$ cat src/rtl/mem_ctrl_pkg.sv
// mem_ctrl_pkg: shared encodings, FSM states and helpers for the memory controller
package mem_ctrl_pkg;
    typedef enum logic [1:0] {SZ_BYTE, SZ_HALF, SZ_WORD, SZ_WORD_ALT} size_t;
    typedef enum logic [1:0] {IDLE, BUSY, DRAIN, DONE} state_t;
    localparam int ARB_FIXED = 0;
    localparam int ARB_RR = 1;
    function automatic logic [2:0] nbytes(input logic [1:0] sz);
        return sz == SZ_BYTE ? 3'd1 : sz == SZ_HALF ? 3'd2 : 3'd4;
    endfunction
endpackage

$ cat src/rtl/mem_ctrl_if.sv
// mem_ctrl_if: requester handshake plus byte-wide RAM port
interface mem_ctrl_if #(
    parameter int NCH = 2,
    parameter int AW = 32
);
    logic [NCH-1:0] req;
    logic [NCH*AW-1:0] req_a;
    logic [NCH-1:0] req_wr;
    logic [NCH*2-1:0] req_sz;
    logic [NCH*32-1:0] req_wn;
    logic [NCH-1:0] kill;
    logic [NCH-1:0] ack;
    logic [31:0] rn;
    logic [AW-1:0] mem_a;
    logic mem_wr;
    logic [7:0] mem_wn;
    logic [7:0] mem_rn;
    modport slave (
        input req, req_a, req_wr, req_sz, req_wn, kill, mem_rn,
        output ack, rn, mem_a, mem_wr, mem_wn
    );
    modport master (
        output req, req_a, req_wr, req_sz, req_wn, kill, mem_rn,
        input ack, rn, mem_a, mem_wr, mem_wn
    );
endinterface

$ cat src/rtl/mem_arb.sv
// mem_arb: fixed (highest index wins) or round-robin one-hot arbiter
module mem_arb import mem_ctrl_pkg::*; #(
    parameter int NCH = 2,
    parameter int RR = ARB_FIXED,
    localparam int GW = NCH > 1 ? $clog2(NCH) : 1
) (
    input logic clk,
    input logic rst,
    input logic [NCH-1:0] req,
    input logic en,
    output logic [NCH-1:0] gnt,
    output logic [GW-1:0] idx
);
    logic [GW-1:0] ptr;
    // pick a winner; the last hit in each loop has priority
    always_comb begin
        gnt = '0;
        idx = '0;
        if (RR == ARB_RR) begin
            for (int i = NCH; i >= 1; i--)
                if (req[(int'(ptr) + i) % NCH]) begin
                    gnt = NCH'(1) << ((int'(ptr) + i) % NCH);
                    idx = GW'((int'(ptr) + i) % NCH);
                end
        end else begin
            for (int i = 0; i < NCH; i++)
                if (req[i]) begin
                    gnt = NCH'(1) << i;
                    idx = GW'(i);
                end
        end
    end
    // remember last winner so round-robin starts just past it
    always_ff @(posedge clk)
        if (rst) ptr <= GW'(NCH - 1);
        else if (en) ptr <= idx;
endmodule

$ cat src/rtl/mem_ctrl.sv
// mem_ctrl: arbitrates NCH requesters onto a byte-wide RAM, serialising little-endian
module mem_ctrl import mem_ctrl_pkg::*; #(
    parameter int NCH = 2,
    parameter int AW = 32,
    parameter int RD_LAT = 1,
    parameter int RR = ARB_FIXED
) (
    input logic clk,
    input logic rst,
    mem_ctrl_if.slave bus
);
    localparam int GW = NCH > 1 ? $clog2(NCH) : 1;
    localparam int CW = $clog2(RD_LAT + 8);
    state_t state, state_n;
    logic [NCH-1:0] live, gnt, gsel;
    logic [GW-1:0] gidx;
    logic [CW-1:0] cnt, last_a, last_c;
    logic [2:0] n;
    logic [31:0] wdata;
    logic wr, grant, kill_rd, more;
    logic [1:0] wsel, rsel;

    assign live = bus.req & ~bus.kill;
    assign grant = state == IDLE && |live;
    assign kill_rd = (state == BUSY || state == DRAIN) && !wr && |(bus.kill & gsel);
    assign last_a = CW'(n) - CW'(1);
    assign last_c = last_a + CW'(RD_LAT);
    assign more = state == BUSY && state_n == BUSY;
    assign wsel = cnt[1:0] + 2'd1;
    assign rsel = 2'(cnt - CW'(RD_LAT));

    mem_arb #(.NCH(NCH), .RR(RR)) u_arb (
        .clk(clk), .rst(rst), .req(live), .en(grant), .gnt(gnt), .idx(gidx)
    );

    // state register
    always_ff @(posedge clk)
        state <= rst ? IDLE : state_n;

    // cnt counts cycles since the first address; reads finish once the last byte is captured
    always_comb begin
        state_n = state;
        if (state == IDLE && grant) state_n = BUSY;
        else if (state == DONE || kill_rd) state_n = IDLE;
        else if (state == BUSY && cnt == last_a) state_n = (wr || cnt == last_c) ? DONE : DRAIN;
        else if (state == DRAIN && cnt == last_c) state_n = DONE;
    end

    // latch the granted request, drive the RAM port and assemble read data
    always_ff @(posedge clk) begin
        if (rst) begin
            bus.ack <= '0;
            bus.rn <= '0;
            bus.mem_a <= '0;
            bus.mem_wr <= 1'b0;
            bus.mem_wn <= '0;
            gsel <= '0;
            wr <= 1'b0;
            n <= 3'd0;
            wdata <= '0;
            cnt <= '0;
        end else begin
            bus.ack <= state_n == DONE ? gsel : '0;
            cnt <= grant ? '0 : cnt + CW'(1);
            bus.mem_a <= grant ? bus.req_a[AW*gidx +: AW] : more ? bus.mem_a + AW'(1) : '0;
            bus.mem_wr <= grant ? bus.req_wr[gidx] : more && wr;
            bus.mem_wn <= grant && bus.req_wr[gidx] ? bus.req_wn[32*gidx +: 8] :
                          more && wr ? wdata[8*wsel +: 8] : '0;
            if (grant) begin
                gsel <= gnt;
                wr <= bus.req_wr[gidx];
                n <= nbytes(bus.req_sz[2*gidx +: 2]);
                wdata <= bus.req_wn[32*gidx +: 32];
                bus.rn <= '0;
            end else if ((state == BUSY || state == DRAIN) && !wr && cnt >= CW'(RD_LAT))
                bus.rn[8*rsel +: 8] <= bus.mem_rn;
        end
    end
endmodule
$ cat src/flat_wrapper.sv
// flat-port wrapper written by rule: the top's interface ports become plain ports
module mem_ctrl_flat import mem_ctrl_pkg::*;
#(
    parameter int NCH = 2,
    parameter int AW = 32,
    parameter int RD_LAT = 1,
    parameter int RR = ARB_FIXED
)
  (clk, rst, bus_req, bus_req_a, bus_req_wr, bus_req_sz, bus_req_wn, bus_kill, bus_mem_rn, bus_ack, bus_rn, bus_mem_a, bus_mem_wr, bus_mem_wn);
  mem_ctrl_if #(.NCH(NCH), .AW(AW)) bus_i ();
  input logic clk;
  input logic rst;
  input wire logic [$bits(bus_i.req)-1:0] bus_req;
  input wire logic [$bits(bus_i.req_a)-1:0] bus_req_a;
  input wire logic [$bits(bus_i.req_wr)-1:0] bus_req_wr;
  input wire logic [$bits(bus_i.req_sz)-1:0] bus_req_sz;
  input wire logic [$bits(bus_i.req_wn)-1:0] bus_req_wn;
  input wire logic [$bits(bus_i.kill)-1:0] bus_kill;
  input wire logic [$bits(bus_i.mem_rn)-1:0] bus_mem_rn;
  output wire logic [$bits(bus_i.ack)-1:0] bus_ack;
  output wire logic [$bits(bus_i.rn)-1:0] bus_rn;
  output wire logic [$bits(bus_i.mem_a)-1:0] bus_mem_a;
  output wire logic [$bits(bus_i.mem_wr)-1:0] bus_mem_wr;
  output wire logic [$bits(bus_i.mem_wn)-1:0] bus_mem_wn;
  assign bus_i.req = bus_req;
  assign bus_i.req_a = bus_req_a;
  assign bus_i.req_wr = bus_req_wr;
  assign bus_i.req_sz = bus_req_sz;
  assign bus_i.req_wn = bus_req_wn;
  assign bus_i.kill = bus_kill;
  assign bus_i.mem_rn = bus_mem_rn;
  assign bus_ack = bus_i.ack;
  assign bus_rn = bus_i.rn;
  assign bus_mem_a = bus_i.mem_a;
  assign bus_mem_wr = bus_i.mem_wr;
  assign bus_mem_wn = bus_i.mem_wn;
  mem_ctrl #(.NCH(NCH), .AW(AW), .RD_LAT(RD_LAT), .RR(RR)) u_core (.clk(clk), .rst(rst), .bus(bus_i));
endmodule
$ cat config.mk
export PLATFORM = sky130hd
export DESIGN_NAME = mem_ctrl_flat
export DESIGN_NICKNAME = d
export VERILOG_FILES = /design/src/rtl/mem_ctrl_pkg.sv /design/src/rtl/mem_ctrl_if.sv /design/src/rtl/mem_arb.sv /design/src/rtl/mem_ctrl.sv /design/src/flat_wrapper.sv
export SDC_FILE = /design/constraint.sdc
export NUM_CORES = 1
export LEC_CHECK = 0
export BUFFER_PORTS_ARGS = -buffer_cell sky130_fd_sc_hd__buf_2
export CAP_MARGIN = 20
export CORE_UTILIZATION = 50
export DETAILED_ROUTE_END_ITERATION = 6
export PLACE_DENSITY = 0.86
export REMOVE_ABC_BUFFERS = 1
export SYNTH_ARGS = -nofsm -noshare
export SYNTH_HDL_FRONTEND = slang
export SYNTH_SLANG_ARGS = --single-unit
$ cat constraint.sdc
create_clock -name clk -period 6.61 [get_ports clk]
set_input_delay 0.3305 -clock clk [delete_from_list [all_inputs] [get_ports clk]]
set_output_delay 0.3305 -clock clk [all_outputs]
set_load 0.03 [all_outputs]
==> impl_metrics.csv <==
group,metric,value,unit
drt,ant_nets,0,
drt,routedWlPerCell,15.3,um
final_layout,final_nets,1026,
sta,finalHoldViolCount,0,
clocking,cts_made_buffers,17,
yosys,synth_cell_types,46,
power,internal-power,1.57,mW
global_route,overflow,0,
placement,gp_congestion,0.857,
hold_path,min_from,"bus_mem_rn[7]",
final_layout,fillers,943,
final_layout,area_growth,29.4,%
floorplanning,floorplan.rows,39,
floorplanning,die_w,112,um
yosys,ys_warn_count,0,
power,switchingPower,0.521,mW
setup_path,critPathSlowestCell,"dfxtp_1",
clocking,postCtsHoldBufs,0,
sta,clock_skew,9.99,ps
yosys,synth_edf_count,0,
clocking,tritoncts,"yes",
setup_path,arrival,3830,ps
status,violations,"DRC",
sta,drv_slew,0,
placement,post-place-ws,3120,ps
drt,drtPass1Iterations,7,
run,drv_cap,0,
sta,clock.fmax,280,MHz
power,ir_worst_vdd,0.169,mV
setup_path,cp-end-kind,"register",
floorplanning,core_area,11600,um^2
clocking,clk_path_buf_depth,2,
sta,max_slew_margin,33.0,%
power,power_frac_clock,47.6,%
setup_path,r2r_start,"u_core.cnt[0]",
clocking,clock_latency,410,ps
setup_path,rrSetupSlack,3040,ps
power,p_seq_share,37.8,%
clocking,cts-root-buf,"clkbuf_16",
yosys,avgSynthCellArea,9.17,um^2
placement,place_area,7210,um^2
global_route,grtUsageTotal,25.6,%
setup_path,cp-start-kind,"register",
placement,portBuffers,222,
floorplanning,dieArea,12600,um^2
yosys,synth_top_flop_cell,"dfxtp_1",
setup_path,r2r_end,"u_core.bus.mem_a[18]",
drt,dr.first_iter.drc_count,394,
drt,vias_per_cell,5.50,
yosys,synthArstFlopShare,0,%
floorplanning,initial_utilization,52.3,%
clocking,path_clk_slew,60,ps
drt,vias,5615,
setup_path,cpPeakStageDelay,890,ps
sta,setup_violations,0,
setup_path,cp.required,6870,ps
yosys,ys_seq_area_share,39.3,%
sta,rsz0062_at_grt,"no",
setup_path,crit_chain,"xor2_1, or3b_1, or3_1, o22ai_1, or3_1, buf_4, o22ai_1",
yosys,ys_ff_latch,119,
global_route,grt_pass1_vias,5421,
clocking,cts_setup_buffers,0,
power,swShare,24.9,%
hold_path,hold_class,"input port to register",
sta,worstMarginPinSlew,1010,ps
floorplanning,die_y,112,um
clocking,htree_levels,4,
setup_path,rr_worst_depth,7,
drt,wl,15.6,mm
yosys,synthCells,662,
global_route,grt_max_degree,62,
clocking,cts.sink_count,119,
sta,finalCritPeriodShare,54.1,%
drt,drc,8,
placement,post-place-cells,989,
power,p_per_area,266,nW/um^2
hold_path,hold_depth,3,
final_layout,drive_gt1_share,33.4,%
power,p_comb_share,14.6,%
placement,place.detailed.hpwl,11.2,mm
final_layout,layout.cells.non_filler,1021,
floorplanning,ioPinCount,223,
hold_path,hold_end,"u_core.bus.rn[7]",
power,p_leak,3.36,nW
clocking,cts_resized,0,
setup_path,setup.worst_path.class,"register to register",
final_layout,final_core_util,67.6,%
global_route,antenna_found_initial,1,
yosys,synthesis.area,6070,um^2
sta,fin_crit,3570,ps
sta,setup_slack,3040,ps
final_layout,design_area,7850,um^2
setup_path,crit_path_max_fanout,33,
status,outcome,"finished with violations",
global_route,grt_pass1_wl,25.7,mm
==> cell families (layout without fill, tap and decap cells) <==
group	count (synthesis)	after routing	share of synthesized area, %
buffers and inverters	57	272	4.08
other	0	1	0
AOI/OAI and AO/OA	145	145	17.4
adders and majority gates	13	13	2.68
xor gates and xnor gates	37	37	5.61
muxes	76	76	14.2
DFF	119	119	39.3
and+or+nand+nor	215	215	16.8
==> layout make-up <==
type / count / area [um^2] / area share [%]
repair buffers: 228 / 1160 / 14.7
clock buffers: 22 / 464 / 5.91
well taps: 143 / 179 / 2.28
multi-input cells: 486 / 3450 / 43.9
diodes: 1 / 2.50 / 0.0319
clock inverters: 9 / 173 / 2.20
inverters: 13 / 48.8 / 0.621
flip-flops and latches: 119 / 2380 / 30.3
==> per-layer routing <==
layer / global-route usage [%] / routed length, um
met4: 12.7 / 460
met2: 44.5 / 7770
met1: 30.6 / 6710
met3: 4.43 / 685
met5: 0 / 0
==> worst max-delay path: cells and delay by family (launching register included) <==
family	cells	cell delay [ps]
xor gates and xnor gates	1	160
DFF	1	890
buffers and inverters	1	410
AOI/OAI and AO/OA	2	930
and+or+nand+nor	3	990
==> cells in the mapped netlist, drive strengths merged (14+ instances only) <==
cell type | instances | area (um^2)
xor2 | 22 | 193
mux2i | 68 | 681
clkbuf | 32 | 121
nand2 | 34 | 128
a21oi | 43 | 215
o22ai | 34 | 344
nand3 | 24 | 120
nor3 | 29 | 145
dfxtp | 119 | 2380
a211oi | 36 | 270
xnor2 | 14 | 123
nor2 | 77 | 289
==> metrics by stage <==
step,TNS [ps],power [mW],hold WS (ps)
floorplan,-116270,1.00,403
global placement,0,1.10,437
detailed placement,0,1.11,443
CTS,0,2.10,176
global route,0,2.17,197
finish,0,2.09,179
==> placed cells by master, fill, tap and decap left out, drive strengths merged, types with 9 or more instances in the layout <==
master,n
o211ai,9
ha,13
o22ai,34
nand2b,10
buf,228
a21oi,43
nand3,24
nand2,34
inv,13
dfxtp,119
and3,9
o21ai,13
xnor2,14
a211oi,36
mux2i,68
xor2,22
nor2,77
clkbuf,22
nor3,29
==> power by group through the flow <==
stage | sequential, mW | combinational (mW) | clock (mW)
after floorplan | 0.821 | 0.183 | 0
after global placement | 0.803 | 0.295 | 0
after detailed placement | 0.804 | 0.302 | 0
after CTS | 0.790 | 0.305 | 1.00
after global routing | 0.796 | 0.334 | 1.04
final | 0.791 | 0.306 | 0.995
==> registers in the layout, summed over array words and instances, names as in the netlist, 3 cells and up <==
name               flops
u_core.n               3
u_core.bus.mem_a      32
u_core.bus.mem_wn      8
u_core.bus.rn         32
u_core.cnt             4
u_core.wdata          32
==> worst max path at each step <==
stage / slack [ps] / to / start
floorplan: -1760 / u_core.bus.mem_wn[0] / bus_kill[1]
global placement: 3130 / u_core.bus.mem_a[3] / u_core.cnt[0]
detailed placement: 3120 / u_core.bus.mem_a[3] / u_core.cnt[0]
CTS: 3050 / u_core.bus.mem_a[18] / u_core.cnt[0]
global route: 2740 / u_core.bus.mem_a[18] / u_core.cnt[0]
finish: 3040 / u_core.bus.mem_a[18] / u_core.cnt[0]
No activity file was read; power rests on OpenSTA's default activity.
